===== config.mk =====
export PLATFORM = sky130hd
export DESIGN_NAME = morse_keyer_tx
export DESIGN_NICKNAME = d
export VERILOG_FILES = /design/src/rtl/morse_keyer_tx.sv
export SDC_FILE = /design/constraint.sdc
export NUM_CORES = 1
export LEC_CHECK = 0
export CAP_MARGIN = 20
export CELL_PAD_IN_SITES_DETAIL_PLACEMENT = 0
export CELL_PAD_IN_SITES_GLOBAL_PLACEMENT = 2
export CORE_MARGIN = 2
export CORE_UTILIZATION = 36
export DETAILED_ROUTE_END_ITERATION = 16
export PLACE_DENSITY_LB_ADDON = 0.12
export SYNTH_ARGS = -nofsm -noshare
export SYNTH_HDL_FRONTEND = slang
export SYNTH_SLANG_ARGS = --single-unit

===== constraint.sdc =====
create_clock -name CLK -period 2.6 [get_ports CLK]
set_clock_uncertainty 0.15 [all_clocks]
set_input_delay 0.52 -clock CLK [delete_from_list [all_inputs] [get_ports CLK]]
set_output_delay 0.52 -clock CLK [all_outputs]
set_load 0.1 [all_outputs]

===== src/rtl/morse_keyer_tx.sv =====
// rtl/morse_keyer_tx.sv - Morse code keyer: one character per handshake, ITU unit timing
`timescale 1ns/1ps
module morse_keyer_tx #(
  parameter int UNIT_CYCLES = 4
) (
  input  logic       CLK,
  input  logic       RST,
  input  logic [5:0] char_in,
  input  logic       char_valid,
  output logic       char_ready,
  output logic       key_out,
  output logic       busy,
  output logic       done,
  output logic       err
);

  localparam int CW = $clog2(3 * UNIT_CYCLES + 1);
  localparam logic [CW-1:0] DOT_LEN  = CW'(UNIT_CYCLES);
  localparam logic [CW-1:0] DASH_LEN = CW'(3 * UNIT_CYCLES);
  localparam logic [CW-1:0] CNT_ONE  = CW'(1);

  typedef enum logic [2:0] {
    IDLE  = 3'd0,
    MARK  = 3'd1,
    SPACE = 3'd2,
    GAP   = 3'd3,
    ERR   = 3'd4
  } state_t;

  state_t        state_q, state_d;
  logic [CW-1:0] cnt_q, cnt_d;
  logic [4:0]    pat_q, pat_d;
  logic [2:0]    rem_q, rem_d;
  logic          key_out_q, key_out_d;
  logic          busy_q, busy_d;
  logic          done_q, done_d;
  logic          err_q, err_d;
  logic          char_ready_q, char_ready_d;

  logic [2:0]    rom_len;
  logic [4:0]    rom_raw;
  logic [4:0]    rom_pat;
  logic          rom_valid;

  // Character ROM: length plus right-aligned elements (1 = dash), left-aligned so bit 4 goes first
  always_comb begin
    rom_len = 3'd1;
    rom_raw = 5'b00000;
    case (char_in)
      6'd0:  {rom_len, rom_raw} = {3'd2, 5'b00001}; // A .-
      6'd1:  {rom_len, rom_raw} = {3'd4, 5'b01000}; // B -...
      6'd2:  {rom_len, rom_raw} = {3'd4, 5'b01010}; // C -.-.
      6'd3:  {rom_len, rom_raw} = {3'd3, 5'b00100}; // D -..
      6'd4:  {rom_len, rom_raw} = {3'd1, 5'b00000}; // E .
      6'd5:  {rom_len, rom_raw} = {3'd4, 5'b00010}; // F ..-.
      6'd6:  {rom_len, rom_raw} = {3'd3, 5'b00110}; // G --.
      6'd7:  {rom_len, rom_raw} = {3'd4, 5'b00000}; // H ....
      6'd8:  {rom_len, rom_raw} = {3'd2, 5'b00000}; // I ..
      6'd9:  {rom_len, rom_raw} = {3'd4, 5'b00111}; // J .---
      6'd10: {rom_len, rom_raw} = {3'd3, 5'b00101}; // K -.-
      6'd11: {rom_len, rom_raw} = {3'd4, 5'b00100}; // L .-..
      6'd12: {rom_len, rom_raw} = {3'd2, 5'b00011}; // M --
      6'd13: {rom_len, rom_raw} = {3'd2, 5'b00010}; // N -.
      6'd14: {rom_len, rom_raw} = {3'd3, 5'b00111}; // O ---
      6'd15: {rom_len, rom_raw} = {3'd4, 5'b00110}; // P .--.
      6'd16: {rom_len, rom_raw} = {3'd4, 5'b01101}; // Q --.-
      6'd17: {rom_len, rom_raw} = {3'd3, 5'b00010}; // R .-.
      6'd18: {rom_len, rom_raw} = {3'd3, 5'b00000}; // S ...
      6'd19: {rom_len, rom_raw} = {3'd1, 5'b00001}; // T -
      6'd20: {rom_len, rom_raw} = {3'd3, 5'b00001}; // U ..-
      6'd21: {rom_len, rom_raw} = {3'd4, 5'b00001}; // V ...-
      6'd22: {rom_len, rom_raw} = {3'd3, 5'b00011}; // W .--
      6'd23: {rom_len, rom_raw} = {3'd4, 5'b01001}; // X -..-
      6'd24: {rom_len, rom_raw} = {3'd4, 5'b01011}; // Y -.--
      6'd25: {rom_len, rom_raw} = {3'd4, 5'b01100}; // Z --..
      6'd26: {rom_len, rom_raw} = {3'd5, 5'b11111}; // 0
      6'd27: {rom_len, rom_raw} = {3'd5, 5'b01111}; // 1
      6'd28: {rom_len, rom_raw} = {3'd5, 5'b00111}; // 2
      6'd29: {rom_len, rom_raw} = {3'd5, 5'b00011}; // 3
      6'd30: {rom_len, rom_raw} = {3'd5, 5'b00001}; // 4
      6'd31: {rom_len, rom_raw} = {3'd5, 5'b00000}; // 5
      6'd32: {rom_len, rom_raw} = {3'd5, 5'b10000}; // 6
      6'd33: {rom_len, rom_raw} = {3'd5, 5'b11000}; // 7
      6'd34: {rom_len, rom_raw} = {3'd5, 5'b11100}; // 8
      6'd35: {rom_len, rom_raw} = {3'd5, 5'b11110}; // 9
      default: {rom_len, rom_raw} = {3'd1, 5'b00000};
    endcase
  end

  assign rom_valid = (char_in < 6'd36);
  assign rom_pat   = rom_raw << (3'd5 - rom_len);

  // State, element shift register and registered outputs
  always_ff @(posedge CLK or posedge RST) begin
    if (RST) begin
      state_q      <= IDLE;
      cnt_q        <= '0;
      pat_q        <= '0;
      rem_q        <= '0;
      key_out_q    <= 1'b0;
      busy_q       <= 1'b0;
      done_q       <= 1'b0;
      err_q        <= 1'b0;
      char_ready_q <= 1'b1;
    end else begin
      state_q      <= state_d;
      cnt_q        <= cnt_d;
      pat_q        <= pat_d;
      rem_q        <= rem_d;
      key_out_q    <= key_out_d;
      busy_q       <= busy_d;
      done_q       <= done_d;
      err_q        <= err_d;
      char_ready_q <= char_ready_d;
    end
  end

  // Next state: cnt_q holds the cycles left in the current state, including this one
  always_comb begin
    state_d = state_q;
    cnt_d   = cnt_q;
    pat_d   = pat_q;
    rem_d   = rem_q;
    case (state_q)
      IDLE: begin
        if (char_valid) begin
          if (rom_valid) begin
            state_d = MARK;
            pat_d   = rom_pat;
            rem_d   = rom_len;
            cnt_d   = rom_pat[4] ? DASH_LEN : DOT_LEN;
          end else begin
            state_d = ERR;
          end
        end
      end
      MARK: begin
        if (cnt_q == CNT_ONE) begin
          if (rem_q > 3'd1) begin
            state_d = SPACE;
            cnt_d   = DOT_LEN;
          end else begin
            state_d = GAP;
            cnt_d   = DASH_LEN;
          end
        end else begin
          cnt_d = cnt_q - CNT_ONE;
        end
      end
      SPACE: begin
        if (cnt_q == CNT_ONE) begin
          state_d = MARK;
          pat_d   = {pat_q[3:0], 1'b0};
          rem_d   = rem_q - 3'd1;
          cnt_d   = pat_q[3] ? DASH_LEN : DOT_LEN;
        end else begin
          cnt_d = cnt_q - CNT_ONE;
        end
      end
      GAP: begin
        if (cnt_q == CNT_ONE) begin
          state_d = IDLE;
          cnt_d   = '0;
        end else begin
          cnt_d = cnt_q - CNT_ONE;
        end
      end
      ERR: begin
        state_d = IDLE;
      end
      default: begin
        state_d = IDLE;
      end
    endcase
  end

  // Outputs decoded from the next state so they register alongside it
  always_comb begin
    key_out_d    = (state_d == MARK);
    busy_d       = (state_d != IDLE);
    done_d       = (state_d == GAP) && (cnt_d == CNT_ONE);
    err_d        = (state_d == ERR);
    char_ready_d = (state_d == IDLE);
  end

  assign key_out    = key_out_q;
  assign busy       = busy_q;
  assign done       = done_q;
  assign err        = err_q;
  assign char_ready = char_ready_q;

endmodule

==> summary.txt <==
Floorplanning
  • Die span in y: between 70 and 80 um
  • FP Rows: 25
  • CORE AREA: 4720 um2
  • Die Area: ~5500 um2
  • I/O pins: 14
  • Starting density of the core: 0.373
  • Die X: around 74 um

Drt
  • Routed Antenna Nets: 0
  • Starting DRC count in detailed routing: around 110
  • WL per Instance: between 15 and 20 um
  • Via-per-instance ratio: 5.46
  • DRC Markers: 0
  • Final wirelength: just under 5 mm
  • Via Count: roughly 1800
  • 1st-pass router iterations: 5

Synthesis
  • Gate Count Post-Synth: about 210
  • Post-synth cell types: 65
  • Yosys reg bits: 19
  • Seq/Total Area, Yosys: 0.270
  • Post-synthesis async set-or-reset flop share: 1.00
  • Syn. warnings: 0
  • Syn Nets: ~230
  • Number of synthesized flops with an enable pin: 0
  • Post-Syn Area: roughly 1800 um2
  • Leading area contributor after synthesis: dfrtp_1
  • Top FF cell, synth: dfrtp_1
  • Synth area leaders: dfrtp_1 (26%), ha_1 (7.1%), o21ai_0 (4.8%)
  • Syn_area_per_cell: around 8.4 um2
  • Area share of the largest cell type after synthesis: 0.256

Final layout
  • Multi-input gate area: around 1200 um2
  • Register Area: 477 um2
  • Final #Nets: about 280
  • Final instance area: about 2400 um2
  • Area Growth Syn to Fin: 33.6%
  • Inserted Diodes: 0
  • # fillers: 462
  • Share of cells above drive strength 1: 0.317

Pwr
  • Leakage Power: 1.05 nW
  • PwrDens: 778 nW/um2
  • Peak supply drop: 384 uV

STA
  • Fin. Hold Viols: 0
  • Slew margin rel.: 0.509
  • Fmax: between 300 and 400 MHz
  • Final Max Tran Viols: 0
  • Min setup slack post-route: 90.5 ps
  • Final worst-path cycle share: 0.965
  • Tmin final: between 2000 and 3000 ps
  • Worst-margin pin slew: approximately 740 ps
  • Setup violations, final: 0

Global route
  • Largest net degree at the start of global routing: 20
  • Grt total ovfl: 0
  • Initial antenna violation count: 0
  • GRT Total Usage: 0.197
  • Global-route wire length before repair: around 8.4 mm
  • Vias in the first global route: about 1800

CTS
  • CTS tree: built
  • Number of CTS-inserted buffers: 3
  • Skew-Pair Late Insertion Delay: approximately 260 ps
  • Max clock buf depth: 2
  • H-tree depth: 1
  • Clk sinks: 19
  • Worst-path clk slew: around 70 ps
  • Root buf cell: clkbuf_8

Worst setup path
  • Critical path buffer and inverter count: 2
  • Worst EP arrival: 2510 ps
  • Cell-by-cell trace of the critical path: clkdlybuf4s15_1, inv_2, ha_4, or4b_4, o211ai_2, or3b_4, a2111oi_4, a211oi_2, o21ba_1
  • WS Path Type: in -> reg
  • Nature of the critical path endpoint: flop
  • Worst-path maximum fanout: 2
  • CP max stage cell: or4b_4
  • Worst setup SP type: primary input
  • Worst EP required: 2610 ps
  • Top cell family by delay on the critical path: simple AND/OR/NAND/NOR gates
  • CP max stage delay: between 400 and 500 ps

Status
  • Outcome: complete, no violations

Flow run
  • Max-cap viol count: 0

Placement
  • DP Wirelength: 3.92 mm
  • Placed cell areas: 2260 um2
  • Dpl ws: -544 ps
  • I/O Buffers: 13
  • Routability Congestion: 0.851

Worst hold path
  • Min-delay worst type: reg -> reg
-- stage by stage --
| stage | total power, mW | cells | TNS (ps) | utilization | hold slack [ps] |
|---|---|---|---|---|---|
| after floorplan | 1.30 | 209 | -16.2 | - | 300 |
| after detailed placement | 1.60 | 322 | -3390 | 0.478 | 321 |
| after global placement | 1.58 | 322 | -2880 | 0.478 | 314 |
| after global routing | 1.98 | 326 | -29.9 | 0.499 | 394 |
| final | 1.83 | 326 | 0 | 0.499 | 334 |
| after CTS | 1.83 | 326 | 0 | 0.493 | 338 |
-- cell usage in the layout, fill, tap and decap left out, drive strengths merged, types with 3 or more instances in the layout --
master       count
buf             52
dfrtp           18
o21ai           18
a21oi           16
nor2            15
nand2           15
inv             12
ha              10
nor3             6
nor2b            5
mux2i            5
o211ai           5
a31oi            4
clkbuf           4
or3b             4
nand2b           3
dlygate4sd2      3
or2              3
a211oi           3
o22ai            3
-- area by class of cell --
type	instances	area share
Multi-Input combinational cell	164	0.519
Timing Repair Buffer	60	0.204
Sequential cell	19	0.202
Tap cell	67	0.0356
Inverter	12	0.0191
Clock buffer	3	0.0175
Clock inverter	1	0.00213
-- metal layers --
layer  GRT usage  routed length, um
met1       0.238               2100
met2       0.361               2650
met3      0.0149                 89
met4      0.0768                 83
met5           0                  0
-- Yosys cell counts, types with 2 or more instances --
library cell  instances
nand3_1               2
mux2i_1               5
a22oi_1               2
a41oi_1               2
or3_1                 2
or3b_1                2
or4b_4                2
dfrtp_1              18
nor2b_1               5
a31oi_1               4
inv_1                12
nor2_1               15
or2_1                 2
o211ai_1              4
a21oi_1              16
ha_1                 10
nor3_1                6
o21ai_0              17
o22ai_1               2
nand2b_1              3
a21o_1                2
nand2_1              15
nand3b_1              2
buf_2                 8
a221o_1               2
o31a_1                2
buf_6                 3
o311ai_1              2
a211oi_1              3
nand4b_1              2
clkbuf_1              2
and2_1                2
-- power by group --
| part | internal, mW | total [mW] | leakage [nW] | switching [mW] |
|---|---|---|---|---|
| registers | 0.428 | 0.537 | 0.234 | 0.109 |
| logic | 0.445 | 1.09 | 0.787 | 0.642 |
| clock network | 0.107 | 0.208 | 0.0255 | 0.102 |
-- kinds of logic (layout without fill, tap and decap cells) --
kind of cell	after synthesis	in the layout	synth area share
xor gates and xnor gates	1	1	0.00497
and+or+nand+nor	71	71	0.241
muxes	6	6	0.0348
DFF	19	19	0.270
AOI/OAI and AO/OA	76	76	0.304
adders and majority gates	10	10	0.0710
buffers and inverters	26	76	0.0738
-- timing repair --
item                       in CTS  in global routing
hold buffers                    0                  0
gates resized for setup        14                  8
pin swaps                       4                  3
setup endpoints to repair       6                  7
buffers inserted                0                  0
-- worst register-to-register path: stages, from the launching register on --
cell and delay [ps]:
dfrtp_1 410, inv_2 80, ha_2 190, or3b_4 420, o211ai_1 210, buf_4 140, or2b_2 310, nor4b_2 170
nand4bb_1 110, o21ba_1 140
-- sequential cells by signal, indices dropped and copies added (netlist names) --
register,flops
pat_q,4
key_out,1
cnt_q,4
done,1
err,1
busy,1
char_ready,1
rem_q,3
state_q,3
-- final timing paths --
check / start / endpoint / slack [ps] / depth (start not counted)
max: char_in[1] / done / 90 / 9
min: pat_q[0] / pat_q[0] / 330 / 2
max reg2reg: cnt_q[1] / done / 160 / 9
min reg2reg: pat_q[0] / pat_q[0] / 330 / 2
max in group asynchronous: RST / pat_q[2] / 1300 / 2
min in group asynchronous: RST / cnt_q[1] / 540 / 2
Power figures use the tool's default switching activity.
